`src/rtl/ifetch_ctrl_if.sv`:
```
// Fetch-side bus: ROM address/data and the IF/ID bundle.
// master = ifetch_ctrl, slave = ROM plus IF/ID register.
interface ifetch_ctrl_if;
    logic [31:0] rom_addr_o;
    logic [31:0] rom_inst_i;
    logic [31:0] if_pc_o;
    logic [31:0] if_pc4_o;
    logic [31:0] if_inst_o;
    logic        if_valid_o;

    modport master (
        output rom_addr_o,
        input  rom_inst_i,
        output if_pc_o,
        output if_pc4_o,
        output if_inst_o,
        output if_valid_o
    );

    modport slave (
        input  rom_addr_o,
        output rom_inst_i,
        input  if_pc_o,
        input  if_pc4_o,
        input  if_inst_o,
        input  if_valid_o
    );
endinterface

```
`src/rtl/ifetch_ctrl.sv`:
```
// Instruction-fetch controller: owns the PC and sequences the ROM.
// Define IFETCH_PERF_CNT_EN to build the fetch/stall counters.
module ifetch_ctrl #(
    parameter logic [31:0] RESET_PC    = 32'h0000_0000,
    parameter int          ROM_AW      = 14,
    parameter logic [31:0] EBREAK_INST = 32'h0010_0073
) (
    input  logic         clk,
    input  logic         rst_n,
    input  logic         stall_i,
    input  logic         id_jump_i,
    input  logic [31:0]  id_target_i,
    input  logic         ex_redirect_i,
    input  logic [31:0]  ex_target_i,
    input  logic         resume_i,
    ifetch_ctrl_if.master fif,
    output logic         halted_o,
    output logic         misalign_o,
    output logic         oob_o,
    output logic [31:0]  fetch_cnt_o,
    output logic [31:0]  stall_cnt_o
);

    localparam logic [31:0] NOP = 32'h0000_0013;

    typedef enum logic [1:0] {BOOT, RUN, HALT} state_t;

    state_t      state_q, state_d;
    logic [31:0] pc_q, pc_d, pc4;
    logic        mis_q, mis_d;
    logic        valid;

    assign pc4 = pc_q + 32'd4;

    // Next-PC select, state transitions and valid qualification.
    always_comb begin
        pc_d    = pc_q;
        state_d = state_q;
        mis_d   = 1'b0;
        valid   = (state_q == RUN) && !ex_redirect_i && !id_jump_i;
        if (ex_redirect_i) begin
            pc_d    = ex_target_i & ~32'd3;
            mis_d   = |ex_target_i[1:0];
            state_d = RUN;
        end else if (id_jump_i) begin
            pc_d  = id_target_i & ~32'd3;
            mis_d = |id_target_i[1:0];
            if (state_q == BOOT) state_d = RUN;
        end else if (stall_i) begin
            if (state_q == BOOT) state_d = RUN;
        end else begin
            unique case (state_q)
                BOOT: state_d = RUN;
                RUN: begin
                    if (fif.rom_inst_i == EBREAK_INST) state_d = HALT;
                    else pc_d = pc4;
                end
                HALT: begin
                    if (resume_i) begin
                        pc_d    = pc4;
                        state_d = RUN;
                    end
                end
                default: state_d = BOOT;
            endcase
        end
    end

    // PC, state and misalign pulse registers.
    always_ff @(posedge clk or negedge rst_n) begin
        if (!rst_n) begin
            pc_q    <= RESET_PC;
            state_q <= BOOT;
            mis_q   <= 1'b0;
        end else begin
            pc_q    <= pc_d;
            state_q <= state_d;
            mis_q   <= mis_d;
        end
    end

    assign fif.rom_addr_o = pc_q;
    assign fif.if_pc_o    = pc_q;
    assign fif.if_pc4_o   = pc4;
    assign fif.if_valid_o = valid;
    assign fif.if_inst_o  = valid ? fif.rom_inst_i : NOP;
    assign halted_o       = (state_q == HALT);
    assign misalign_o     = mis_q;
    assign oob_o          = |pc_q[31:ROM_AW+2];

`ifdef IFETCH_PERF_CNT_EN
    logic [31:0] fcnt_q, scnt_q;

    // Count accepted fetches and hazard stalls seen while running.
    always_ff @(posedge clk or negedge rst_n) begin
        if (!rst_n) begin
            fcnt_q <= 32'd0;
            scnt_q <= 32'd0;
        end else begin
            if (valid && !stall_i) fcnt_q <= fcnt_q + 32'd1;
            if (stall_i && state_q == RUN) scnt_q <= scnt_q + 32'd1;
        end
    end

    assign fetch_cnt_o = fcnt_q;
    assign stall_cnt_o = scnt_q;
`else
    assign fetch_cnt_o = 32'd0;
    assign stall_cnt_o = 32'd0;
`endif

endmodule

```
`src/flat_wrapper.sv`:
```
// flat-port wrapper written by rule: the top's interface ports become plain ports
module ifetch_ctrl_flat 
#(
    parameter logic [31:0] RESET_PC    = 32'h0000_0000,
    parameter int          ROM_AW      = 14,
    parameter logic [31:0] EBREAK_INST = 32'h0010_0073
)
  (clk, rst_n, stall_i, id_jump_i, id_target_i, ex_redirect_i, ex_target_i, resume_i, halted_o, misalign_o, oob_o, fetch_cnt_o, stall_cnt_o, fif_rom_addr_o, fif_rom_inst_i, fif_if_pc_o, fif_if_pc4_o, fif_if_inst_o, fif_if_valid_o);
  ifetch_ctrl_if fif_i ();
  input  logic clk;
  input  logic rst_n;
  input  logic stall_i;
  input  logic id_jump_i;
  input  logic [31:0] id_target_i;
  input  logic ex_redirect_i;
  input  logic [31:0] ex_target_i;
  input  logic resume_i;
  output logic halted_o;
  output logic misalign_o;
  output logic oob_o;
  output logic [31:0] fetch_cnt_o;
  output logic [31:0] stall_cnt_o;
  output wire logic [$bits(fif_i.rom_addr_o)-1:0] fif_rom_addr_o;
  input wire logic [$bits(fif_i.rom_inst_i)-1:0] fif_rom_inst_i;
  output wire logic [$bits(fif_i.if_pc_o)-1:0] fif_if_pc_o;
  output wire logic [$bits(fif_i.if_pc4_o)-1:0] fif_if_pc4_o;
  output wire logic [$bits(fif_i.if_inst_o)-1:0] fif_if_inst_o;
  output wire logic [$bits(fif_i.if_valid_o)-1:0] fif_if_valid_o;
  assign fif_rom_addr_o = fif_i.rom_addr_o;
  assign fif_i.rom_inst_i = fif_rom_inst_i;
  assign fif_if_pc_o = fif_i.if_pc_o;
  assign fif_if_pc4_o = fif_i.if_pc4_o;
  assign fif_if_inst_o = fif_i.if_inst_o;
  assign fif_if_valid_o = fif_i.if_valid_o;
  ifetch_ctrl #(.RESET_PC(RESET_PC), .ROM_AW(ROM_AW), .EBREAK_INST(EBREAK_INST)) u_core (.clk(clk), .rst_n(rst_n), .stall_i(stall_i), .id_jump_i(id_jump_i), .id_target_i(id_target_i), .ex_redirect_i(ex_redirect_i), .ex_target_i(ex_target_i), .resume_i(resume_i), .fif(fif_i), .halted_o(halted_o), .misalign_o(misalign_o), .oob_o(oob_o), .fetch_cnt_o(fetch_cnt_o), .stall_cnt_o(stall_cnt_o));
endmodule
```
`config.mk`:
```
export PLATFORM = sky130hd
export DESIGN_NAME = ifetch_ctrl_flat
export DESIGN_NICKNAME = d
export VERILOG_FILES = /design/src/rtl/ifetch_ctrl_if.sv /design/src/rtl/ifetch_ctrl.sv /design/src/flat_wrapper.sv
export SDC_FILE = /design/constraint.sdc
export NUM_CORES = 1
export LEC_CHECK = 0
export ABC_AREA = 1
export CORE_AREA = 2 2 116 118
export DETAILED_ROUTE_END_ITERATION = 16
export DIE_AREA = 0 0 118 120
export GPL_TIMING_DRIVEN = 1
export PLACE_DENSITY = 0.74
export REMOVE_ABC_BUFFERS = 1
export SYNTH_ARGS = -nofsm -noshare
export SYNTH_HDL_FRONTEND = slang
export SYNTH_SLANG_ARGS = --single-unit
```
`constraint.sdc`:
```
create_clock -name clk -period 2.91 [get_ports clk]
set_clock_uncertainty 0.2 [all_clocks]
set_input_delay 0.291 -clock clk [delete_from_list [all_inputs] [get_ports clk]]
set_output_delay 0.291 -clock clk [all_outputs]
set_load 0.05 [all_outputs]
```
==> impl_metrics.ini, run 1 <==
[run_status]
status = finished clean

[sta]
period_needed_ns = 2.756
slew_viol_final = 0
postLayoutSetupSlackWorst_ns = 0.1541
tightestPinTransition_ns = 0.8069
hold_viol = 0
rsz0062_at_grt = no
whs_ns = 0.3441
finalSetupViolCount = 0
post-route-period-util_pct = 94.70
slew_headroom_pct = 46.20
clock.fmax_ghz = 0.3629

[drt]
routed_wl_mm = 14.20
via_per_inst = 4.267
postRouteAntennaNets = 0
vias = 4621
drt_iter0_drc = 167
firstDrtPassIters = 7
drc_errors = 0
wl_per_cell_um = 13.12

[clocking]
post-cts-setup-buffers = 0
htree_num_levels = 2
root_buffer = clkbuf_16
clock_path_buffers = 2
cts_sinks = 33
cts_buffers = 5
insertion_delay_ns = 0.27
path_clk_slew_ns = 0.05
tritoncts = built

[floorplan]
core.rowCount = 42
die_w_um = 118
io_pins = 298
core_area_um2 = 12980
dieArea_um2 = 14160
die_y_um = 120
start_util_pct = 32.11

[yosys]
ys_warn_count = 0
ys_seq_elements = 33
synth_cell_types = 33
avgSynthCellArea_um2 = 5.813
synth.cell_area_um2 = 4168
syn_inst = 717
synth_seq_area_share_pct = 19.81

[setup_path]
critPathLaunch = u_core.fif.if_pc_o[4]
cp.required_ns = 2.42
worstPathCellList = nand2_1 > nor2_2 > nand2_2 > xnor2_1 > clkdlybuf4s50_1
max_stage_delay_ns = 0.84
start_kind = register
slowest_stage = clkdlybuf4s50_1
critPathMaxFanout = 6
reg2reg_slack_ns = 0.80
r2r_cells = 10
timing.critical_path.to = fif_if_pc4_o[9]
rr_endpoint = u_core.fif.if_pc_o[28]
critical_path_class = register to output port
r2r-start = u_core.state_q[1]
endpoint_kind = output port
worstPathArrival_ns = 2.26

[grt]
grt_pass1_wl_mm = 22.27
grt_pass1_vias = 4230
antenna_found_initial = 0
gr-usage-all-layers_pct = 19.48
grt_max_degree = 34
grt_overflow = 0

[final_layout]
drive_above_1_share_pct = 10.47
area_growth_pct = 57.22
layout_common_cells = 271 x nand2_1, 170 x clkdlybuf4s50_1, 80 x nor2_1, 75 x inv_1, 70 x conb_1
final_common_cell = nand2_1
antennaDiodeCount = 0
fin_nets = 1014

[power]
power_density_nw_per_um2 = 471.0
power_leakage_nw = 3.246
ir_worst_vdd_mv = 0.2514
p_total_mw = 3.086

[place]
place.port_buffers = 227
dp_hpwl_mm = 11.23
place_congestion = 0.8734
dpl_worst_slack_ns = 0.3875

[min_path]
hp-class = register to register

[run]
cap_viol_max_count = 0
[how the worst min path moves through the flow]
stage	to	start	cells past startpoint	slack (ns)
floorplan	u_core.fif.if_pc_o[10]	rst_n	0	-0.20
finish	u_core.state_q[0]	u_core.state_q[0]	2	0.34
global route	u_core.fif.if_pc_o[2]	u_core.fif.if_pc_o[2]	2	0.39
global placement	u_core.fif.if_pc_o[24]	rst_n	1	0.21
detailed placement	u_core.fif.if_pc_o[21]	rst_n	1	0.23
CTS	u_core.state_q[0]	u_core.state_q[0]	2	0.35
[through the flow]
step	area [um^2]	std cells	TNS (ns)	util, %
after floorplan	3565	663	-3.509	-
after global placement	6397	1075	0	49.29
after detailed placement	6397	1075	0	49.29
after CTS	6550	1083	0	50.46
after global routing	6553	1083	0	50.48
final	6553	1083	0	50.48
[worst max-delay path, delay by kind of cell (launching register included)]
family                 cells  cell delay [ns]
XOR/XNOR                   1             0.23
AND/OR/NAND/NOR            3             0.45
buffers and inverters      1             0.84
flip-flops                 1             0.47
[registers in the layout, indices dropped and copies added, names as in the netlist]
register / flops
u_core.misalign_o: 1
u_core.state_q: 2
u_core.fif.if_pc_o: 30
[layout make-up]
class	count	area, um^2
flip-flops and latches	33	825.8
inverters	77	289.0
clock buffers	7	142.6
repair buffers	237	2623
multi-input cells	553	2452
fillers	1304	6427
well taps	176	220.2
[logic make-up (layout without fill, tap and decap cells)]
logic type               Yosys count  in the layout  share of synthesized area, %
buffers and inverters            200            321                         27.62
AO/OA/AOI/OAI                     16             16                         2.402
adder cells (fa/ha/maj)            5              5                         1.501
XOR/XNOR                          11             11                         2.852
other                              1             70                       0.08998
flip-flops                        33             33                         19.81
AND/OR/NAND/NOR                  451            451                         45.72
[routing by layer]
metal	global-route usage (%)	vias up	wire length (um)
met5	0	-	0
met3	3.184	8	871
met2	34.67	194	6913
met1	25.23	2038	6300
met4	3.012	0	119
li1	-	2381	-
[timing repair]
action                                  4_1_cts  5_1_grt
hold endpoints to repair                     33        0
endpoints found under the setup margin        0        1
hold buffers                                  1        0
resized for setup                             0        1
[report_power, final]
part | switching [mW] | leakage [nW] | internal (mW)
Clock | 0.194 | 0.0700 | 0.336
Combinational | 1.30 | 2.77 | 0.615
Sequential | 0.126 | 0.402 | 0.519
[cell usage after synthesis]
master    count  area share [%]
nand2_2       2            0.30
nor2_1       81             7.3
inv_1        75             6.8
inv_2         2            0.18
buf_2         8            0.96
and2_1        9             1.4
o211ai_1      1            0.18
clkbuf_1     12             1.1
nor2_2        4            0.60
nand3b_1      4            0.72
o21bai_2      1            0.27
xor2_2        3             1.2
xor2_1        3            0.63
a31oi_1       1            0.15
nand2_1     271              24
ha_1          5             1.5
nor2_4        7             1.9
nor3_1        2            0.24
buf_1         1           0.090
a22oi_1       2            0.36
conb_1        1           0.090
buf_4       100              18
o21bai_1      2            0.36
nand4_1       4            0.60
o21ai_0       7            0.84
a21oi_1       2            0.24
or2_2         4            0.60
xnor2_1       5             1.1
nand3_1      58             7.0
buf_6         2            0.54
or2_1         1            0.15
nor4_1        4            0.60
dfrtp_1      33              20
Note: power is estimated with default switching activity, not from simulation.
==> run 2: changes to the inputs <==
- CORE_AREA: 2 2 116 118 -> 2 2 117 119
- DIE_AREA: 0 0 118 120 -> 0 0 119 121
- DONT_BUFFER_PORTS: not set -> 1
- PLACE_DENSITY: 0.74 -> 0.44
==> run 2 against run 1 <==
  * Die area rose by 1.7%
  * Register-to-register slack lost 0.31 ns
  * Combinational power decreased by 9.9%
  * Cell count fell by 13%
  * First-iteration DRC count is 7.2% lower
  * Sequential share of layout area increased by 3.9 points
  * Highest routed layer unchanged
==> impl_metrics.ini, run 2 (synthesis gave the netlist of run 1 again) <==
[final_layout]
fin_area_um2 = 4992
multi_input_area_um2 = 2460
antennaDiodeCount = 0
num-fill-cells = 1463
final_common_cell = nand2_1
final_cells = 947
drive_above_1_share_pct = 16.73
layout_common_cells = 271 x nand2_1, 80 x nor2_1, 75 x inv_1, 73 x buf_4, 70 x conb_1
largest_reg_flops = 30
fin_nets = 877
area_growth_pct = 19.78
seqCellArea_um2 = 825.8

[grt]
gr-usage-all-layers_pct = 19.12
grt_max_degree = 35
grt_overflow = 0
grt_pass1_wl_mm = 21.71
grt_pass1_vias = 4079
antenna_found_initial = 0

[drt]
postRouteAntennaNets = 0
via_per_inst = 4.392
dr_wl_met3_um = 930
drt-met1-wl_mm = 5.650
wl_met2_mm = 7.066
firstDrtPassIters = 4
drc_errors = 0
routed_wl_mm = 13.76
top_layer = met4
drt_iter0_drc = 155
wl_per_cell_um = 14.53
vias = 4159

[clocking]
tritoncts = built
cts-resized-gates = 0
root_buffer = clkbuf_16
htree_num_levels = 2
clock_path_buffers = 2
cts_hold_buffers = 4
cts_sinks = 33
path_clk_slew_ns = 0.05
post-cts-setup-buffers = 0
cts_buffers = 5
insertion_delay_ns = 0.28

[floorplan]
io_pins = 298
dieArea_um2 = 14400
core_area_um2 = 13090
core.rowCount = 42
start_util_pct = 31.85
die_y_um = 121
die_w_um = 119

[sta]
tightestPinTransition_ns = 0.9721
postLayoutSetupSlackWorst_ns = 0.4866
clock.fmax_ghz = 0.4126
rsz0062_at_grt = no
post-route-period-util_pct = 83.28
hold_viol = 0
slew_viol_final = 0
period_needed_ns = 2.423
slew_headroom_pct = 35.15
finalSetupViolCount = 0

[run_status]
status = finished clean

[place]
placed_cells = 935
placed_area_um2 = 4803
place_congestion = 0.8033
place.port_buffers = 0
dp_hpwl_mm = 10.92
dpl_worst_slack_ns = 0.4766

[setup_path]
critPathTopFamily = compound AO/OA/AOI/OAI gates
start_kind = register
worstPathCellList = inv_1 > ha_1 > inv_1 > nor2_4 > inv_2 > o21bai_2 > buf_4 > nand2_1 > nand2_1
critPathMaxFanout = 20
critPathBufInv = 4
slowest_stage = o21bai_2
worstPathArrival_ns = 2.44
critical_path_class = register to register
max_stage_delay_ns = 0.76
endpoint_kind = register
cp.required_ns = 2.92

[min_path]
hp-class = primary input to register

[power]
power_density_nw_per_um2 = 567.4
p_total_mw = 2.832
ir_worst_vdd_mv = 0.2177
power_leakage_nw = 2.748

[run]
cap_viol_max_count = 0
[run 2: cell types whose count changed in the layout (fill, tap and decap cells not counted), sizes merged]
cell           previous run  this run
clkdlybuf4s50           170         0
dlymetal6s2s              1         0
buf                      65        97
clkinv                    0         2
clkbuf                    7         6
dlygate4sd3               1         3
[run 2: metal layers]
layer | vias to the layer above | global-route usage (%)
met4 | 0 | 3.720
met3 | 8 | 3.571
li1 | 2101 | -
met5 | - | 0
met2 | 186 | 35.13
met1 | 1864 | 23.31
[run 2: worst register-to-register path, cell delays in order (launching register included)]
cell and delay (ns):
dfrtp_1 0.41, inv_1 0.12, ha_1 0.18, inv_1 0.08, nor2_4 0.13, inv_2 0.05
o21bai_2 0.76, buf_4 0.30, nand2_1 0.06, nand2_1 0.07
[run 2: cell type report]
class / count / area share [%]
Clock buffer: 6 / 2.581
Clock inverter: 2 / 0.2005
Inverter: 77 / 5.789
Multi-Input combinational cell: 553 / 49.27
Sequential cell: 33 / 16.54
Tap cell: 176 / 4.411
Timing Repair Buffer: 100 / 21.20
[run 2: stage by stage]
| stage | hold WS (ns) | utilization (%) | setup TNS (ns) |
|---|---|---|---|
| 2_1_floorplan | -0.2046 | - | -3.509 |
| 6_report | 0.04377 | 38.15 | 0 |
| 3_3_place_gp | -0.2027 | 36.71 | 0 |
| 5_1_grt | 0.04579 | 38.15 | 0 |
| 3_5_place_dp | -0.2027 | 36.71 | 0 |
| 4_1_cts | 0.03779 | 38.15 | 0 |
[run 2: power by group]
group | leakage (nW) | total (mW) | switching, mW | internal (mW)
sequential | 0.402 | 0.596 | 0.0764 | 0.520
combinational | 2.28 | 1.72 | 1.30 | 0.421
clock | 0.0706 | 0.513 | 0.199 | 0.314
total | 2.75 | 2.83 | 1.58 | 1.25
[run 2: final timing paths]
path,start,endpoint,slack (ns),depth (start not counted)
max in group asynchronous,rst_n,u_core.fif.if_pc_o[19],2.05,2
min reg2reg,u_core.state_q[0],u_core.state_q[0],0.36,2
min,stall_i,u_core.state_q[0],0.04,3
max reg2reg,u_core.state_q[1],u_core.fif.if_pc_o[19],0.49,9
max,u_core.state_q[1],u_core.fif.if_pc_o[19],0.49,9
min in group asynchronous,rst_n,u_core.fif.if_pc_o[22],0.25,2
